## config.mk

```make
export PLATFORM = sky130hd
export DESIGN_NAME = wb_regfile
export DESIGN_NICKNAME = d
export VERILOG_FILES = /design/src/rtl/wb_regfile.sv
export SDC_FILE = /design/constraint.sdc
export NUM_CORES = 2
export LEC_CHECK = 0
export CORE_MARGIN = 3
export CORE_UTILIZATION = 55
export DETAILED_ROUTE_END_ITERATION = 8
export GPL_ROUTABILITY_DRIVEN = 1
export HOLD_SLACK_MARGIN = 0.1
export PLACE_DENSITY_LB_ADDON = 0.2
export SKIP_LAST_GASP = 1
export SLEW_MARGIN = 20
export SYNTH_ARGS = -nofsm -noshare
export SYNTH_HDL_FRONTEND = slang
export SYNTH_SLANG_ARGS = --single-unit
```

## constraint.sdc

```tcl
create_clock -name clk -period 3 [get_ports clk]
set_input_delay 0.9 -clock clk [delete_from_list [all_inputs] [get_ports clk]]
set_output_delay 0.9 -clock clk [all_outputs]
set_load 0.02 [all_outputs]
```

## src/rtl/wb_regfile.sv

```systemverilog
// Writeback register file: 32 GPRs plus HI/LO, committed on the clock edge, two async read ports.
// Optional build macro REGFILE_BYPASS_EN forwards the in-flight writeback bundle to all read outputs.
module wb_regfile #(
  parameter int DATA_W = 32,
  parameter int ADDR_W = 5
) (
  input  logic              clk,
  input  logic              rst,
  input  logic [ADDR_W-1:0] wb_wd,
  input  logic              wb_wreg,
  input  logic [DATA_W-1:0] wb_wdata,
  input  logic              wb_whilo,
  input  logic [DATA_W-1:0] wb_hi,
  input  logic [DATA_W-1:0] wb_lo,
  input  logic              re1,
  input  logic [ADDR_W-1:0] raddr1,
  input  logic              re2,
  input  logic [ADDR_W-1:0] raddr2,
  output logic [DATA_W-1:0] rdata1,
  output logic [DATA_W-1:0] rdata2,
  output logic [DATA_W-1:0] hi_o,
  output logic [DATA_W-1:0] lo_o
);

  localparam int DEPTH = 1 << ADDR_W;

  logic [DATA_W-1:0] w_regs [DEPTH];
  logic [DATA_W-1:0] r_hi;
  logic [DATA_W-1:0] r_lo;

  // Each GPR is its own flop bank so the whole file can clear in one reset cycle.
  generate
    for (genvar gi = 0; gi < DEPTH; gi++) begin : g_gpr
      if (gi == 0) begin : g_zero
        assign w_regs[gi] = '0;
      end else begin : g_reg
        logic [DATA_W-1:0] r_q;
        always_ff @(posedge clk) begin
          if (rst) begin
            r_q <= '0;
          end else if (wb_wreg && (wb_wd == ADDR_W'(gi))) begin
            r_q <= wb_wdata;
          end
        end
        assign w_regs[gi] = r_q;
      end
    end
  endgenerate

  always_ff @(posedge clk) begin
    if (rst) begin
      r_hi <= '0;
      r_lo <= '0;
    end else if (wb_whilo) begin
      r_hi <= wb_hi;
      r_lo <= wb_lo;
    end
  end

  function automatic logic [DATA_W-1:0] f_read(input logic re, input logic [ADDR_W-1:0] addr);
    logic [DATA_W-1:0] v;
    v = '0;
    if (!rst && (addr != '0) && re) begin
`ifdef REGFILE_BYPASS_EN
      if (wb_wreg && (wb_wd == addr)) begin
        v = wb_wdata;
      end else begin
        v = w_regs[addr];
      end
`else
      v = w_regs[addr];
`endif
    end
    return v;
  endfunction

  assign rdata1 = f_read(re1, raddr1);
  assign rdata2 = f_read(re2, raddr2);

  always_comb begin
    hi_o = '0;
    lo_o = '0;
    if (!rst) begin
`ifdef REGFILE_BYPASS_EN
      hi_o = wb_whilo ? wb_hi : r_hi;
      lo_o = wb_whilo ? wb_lo : r_lo;
`else
      hi_o = r_hi;
      lo_o = r_lo;
`endif
    end
  end

endmodule

```

## After elaboration in Yosys (flattened, before gate mapping)

Cells that the tools add are included.

| word-level totals | value |
|---|---|
| register bits | 1056 |
| word-level logic and storage cells | 116 |
| output and inout port bits | 128 |
| input port bits | 117 |

| operators by class | value |
|---|---|
| bitwise gates (word level) | 2 |
| eq/ne operators | 31 |
| reduce and logical (&&, ||, !) cells | 38 |
| magnitude comparators | 2 |
| muxes and demuxes | 10 |

Operator list:

| kind | count |
|---|---|
| binary-select mux 32 bit (select 5 bit) | 2 |
| 2-to-1 mux 32 bit | 8 |
| equality test 5 bit (second input constant) | 16 |
| equality test 5 x 4 -> 1 bit (second input constant) | 8 |
| logical AND 1 bit | 35 |
| equality test 5 x 3 -> 1 bit (second input constant) | 4 |
| greater-or-equal comparator 6 bit (second input constant) | 2 |
| inverter 5 -> 6 bit | 2 |
| equality test 5 x 2 -> 1 bit (second input constant) | 2 |
| nonzero test 5 bit | 2 |
| equality test 5 x 1 -> 1 bit (second input constant) | 1 |
| logical NOT 1 bit | 1 |

## Depth between registers and ports, before layout

| depth | value |
|---|---|
| word-level depth | 5 |
| mapped depth | 8 |
| mapped depth without buffers | 4 |

## Worst setup path after synthesis

Ideal clock, no wire load.

| timing | value |
|---|---|
| path kind | input -> output |
| start | in raddr1[2] |
| end | out rdata1[22] |
| data arrival time | 2.472 ns |
| stages | 7 |
| path buffers | 3 |
| path slack | -0.372 ns |
| cells stage by stage | buf_2 -> buf_4 -> nor2_2 -> clkbuf_1 -> a221oi_1 -> o21a_1 -> a211oi_1 |

| between the ends | value |
|---|---|
| longest elaborated chain between the ends | 5 |
| elaborated cells between the ends (all ways) | 8 |

Ends and longest elaborated chain:

| element | line | source |
|---|---|---|
| start, declared | 16 | `input logic [ADDR_W-1:0] raddr1,` |
| inverter 5 -> 6 bit (not written as such) | 71 | `v = w_regs[addr];` |
| binary-select mux 32 bit (select 5 bit) | 71 |  |
| 2-to-1 mux 32 bit (not written as such) (2 in a row) | 71 |  |
| 2-to-1 mux 32 bit (*) | 63 | `if (!rst && (addr != '0) && re) begin` |
| end, declared | 19 | `output logic [DATA_W-1:0] rdata1,` |

Every way passes the cells marked *; elsewhere a longest branch is shown, timed or not. The select of a mux whose other input is x is not followed.

## Worst setup path in the final report

| timing | value |
|---|---|
| start | in raddr1[2] |
| end | out rdata1[16] |

The elaborated chain is that of the path after synthesis.

==> flow_metrics.env <==
export IMPL_antenna_found_initial=5
export IMPL_crit_fanout=19
export IMPL_wirelength_um=254300
export IMPL_core_um2=97420
export IMPL_max_clock_freq_mhz=266.4
export IMPL_cts_buffers_inserted=113
export IMPL_hold_violations=0
export IMPL_cts_root_buf="clkbuf_16"
export IMPL_firstDrtPassIters=7
export IMPL_initial_core_util_pct=55.95
export IMPL_num_vias=57740
export IMPL_yosysMostFrequentCell="nand2_1"
export IMPL_status="complete, but fails checks"
export IMPL_dp_cells=8033
export IMPL_die_area_um2=102900
export IMPL_setup_viol=64
export IMPL_die_h_um=320.8
export IMPL_netlist_area_um2=54510
export IMPL_synth_top_area_share_pct=38.78
export IMPL_synthTopCellsByArea="dfxtp_1, nand2_1, a21oi_1"
export IMPL_slew_headroom_pct=26.19
export IMPL_rows=114
export IMPL_ant_nets=0
export IMPL_worstHoldPathType="flip-flop to flip-flop"
export IMPL_skew_ns=0
export IMPL_clkSinkCount=1056
export IMPL_maxCapViolations=0
export IMPL_worst_pin_slew_ns=1.107
export IMPL_yosysSeqAreaShare_pct=38.78
export IMPL_ys_warn_count=0
export IMPL_rsz0062_at_grt="yes"
export IMPL_synthTopCellsByCount="nand2_1, dfxtp_1, a21oi_1"
export IMPL_arrival_ns=2.85
export IMPL_port_buffers=244
export IMPL_syn_inst=6561
export IMPL_drc=0
export IMPL_grt_pass1_vias=54100
export IMPL_track_usage_pct=46.30
export IMPL_final_area_um2=72040
export IMPL_grt_max_degree=219
export IMPL_grtUsageMet1_pct=58.17
export IMPL_fin_crit_sh_pct=125.1
export IMPL_ir_worst_vdd_mv=0.5655
export IMPL_path_clk_slew_ns=0.06
export IMPL_syn_avg_cell_area_um2=8.308
export IMPL_violations="setup timing"
export IMPL_final_nets=7173
export IMPL_fillerInstances=6773
export IMPL_utilization_pct=73.94
export IMPL_htreeDepth=3
export IMPL_hpwl_um=159700
export IMPL_critPathLaunchType="input pin"
export IMPL_cts_tree="built"
export IMPL_synth_seq_cells=1056
export IMPL_p_per_area_nw_per_um2=471.9
export IMPL_async_reset_ff_share_pct=0
export IMPL_viasPerCell=6.859
export IMPL_drv_slew=0
export IMPL_io_pins=245
export IMPL_area_growth_pct=32.16
export IMPL_die_w_um=320.8
export IMPL_cts_hold_buf=0
export IMPL_drt_iter0_markers=9475
export IMPL_grt_util_met3_pct=17.27
export IMPL_grt_ovfl_total=0
export IMPL_gp_congestion=1.045
export IMPL_worst_slack_ns=-0.7534
export IMPL_cp_end_kind="primary output"
export IMPL_busiest_layer="met2"
export IMPL_post_route_cells_drive_above_1_share_pct=25.89
export IMPL_finalSetupTns_ns=-37.65
export IMPL_yosys_area_top_type="dfxtp_1"
export IMPL_required_ns=2.10
export IMPL_min_period_ns=3.753
export IMPL_met2_usage_pct=66.06
export IMPL_worstSetupPathType="input pin to primary output"
export IMPL_grt_pass1_wl_um=355800
export IMPL_syn_nets=6678
export IMPL_fin_cells=8418
export IMPL_synth_top_flop_cell="dfxtp_1"
export IMPL_synthDistinctLibCells=69
export IMPL_leakagePower_nw=26.50
export IMPL_timing_hold_ws_ns=0.4641
export IMPL_insertion_delay_ns=0.74
export IMPL_post_drt_wl_per_cell_um=30.21
export IMPL_placed_area_um2=63440
export IMPL_clock_path_buffers=3
export IMPL_synth_edf_count=0
## critical path, cell delays in order
cell     delay [ns]
buf_12         0.23
buf_6          0.27
buf_12         0.21
mux4_2         0.30
nor2_1         0.30
o31ai_1        0.13
o32a_1         0.30
buf_6          0.18
## placed cells by master, fill, tap and decap left out, drive strengths merged, types with 21 or more instances in the layout
master / n
mux2: 165
o21a: 23
and2: 21
clkdlybuf4s50: 102
nor2: 114
o211ai: 23
nand2b: 35
mux4: 203
clkinv: 31
o21ai: 28
a32oi: 22
mux2i: 436
nand2: 2122
buf: 865
clkbuf: 167
a221o: 43
a22oi: 111
dlygate4sd2: 64
a211oi: 27
nor2b: 84
a21oi: 1022
dfxtp: 1056
nand3: 48
a221oi: 117
a31oi: 29
## worst paths after layout
path | start | to | slack (ns) | depth (start not counted)
min reg2reg | g_gpr[26].g_reg.r_q[6] | g_gpr[26].g_reg.r_q[6] | 0.46 | 2
min | g_gpr[26].g_reg.r_q[6] | g_gpr[26].g_reg.r_q[6] | 0.46 | 2
max | raddr1[2] | rdata1[16] | -0.75 | 8
max reg2reg | g_gpr[20].g_reg.r_q[27] | g_gpr[20].g_reg.r_q[27] | 2.22 | 2
## cells by family (layout without fill, tap and decap cells)
kind of cell	count (synthesis)	in the layout	share of synthesized area (%)
compound gates	1536	1536	17.15
mux	804	804	19.87
buf+inv	691	1271	6.060
simple gates	2474	2474	18.13
other cells	0	1	0
flops	1056	1056	38.78
## final cells by class
type                            instances  area (um2)  area share, %
Multi-Input combinational cell       4814       32780          45.50
Clock buffer                          150        3188          4.426
Sequential cell                      1056       21140          29.35
Antenna cell                            1       2.502       0.003474
Timing Repair Buffer                 1055       12620          17.52
Clock inverter                         50       654.4         0.9084
Inverter                               16       60.06        0.08337
Tap cell                             1276        1597          2.216
## report_power, final
| part | switching (mW) | internal, mW | leakage [nW] | total (mW) |
|---|---|---|---|---|
| Sequential | 0.102 | 14.2 | 8.52 | 14.3 |
| Combinational | 2.86 | 2.07 | 16.1 | 4.93 |
| Clock | 6.29 | 8.50 | 1.90 | 14.8 |
| Total | 9.26 | 24.7 | 26.5 | 34.0 |
## flip-flops by register name, indices dropped and copies added, names as in the netlist
signal and cells:
g_gpr.g_reg.r_q 992, r_hi 32, r_lo 32
## repair_timing
item	in CTS	in global routing
setup endpoints to repair	128	64
buffers inserted	109	62
gates cloned	18	16
resized for setup	590	318
pin swaps	110	135
## through the flow
step | setup slack (ns) | power [mW]
final | -0.7534 | 33.99
after CTS | -0.6446 | 33.33
after detailed placement | -1.310 | 18.55
after floorplan | -0.08143 | 16.76
after global placement | -1.250 | 18.52
after global routing | -0.7312 | 34.52
## metal layers
metal / share of wire [%] / vias to the layer above
li1: - / 23800
met1: 34 / 27270
met2: 40 / 5065
met3: 17 / 1595
met4: 9.3 / 4
met5: 0.021 / -
Note: power is estimated with default switching activity, not from simulation.
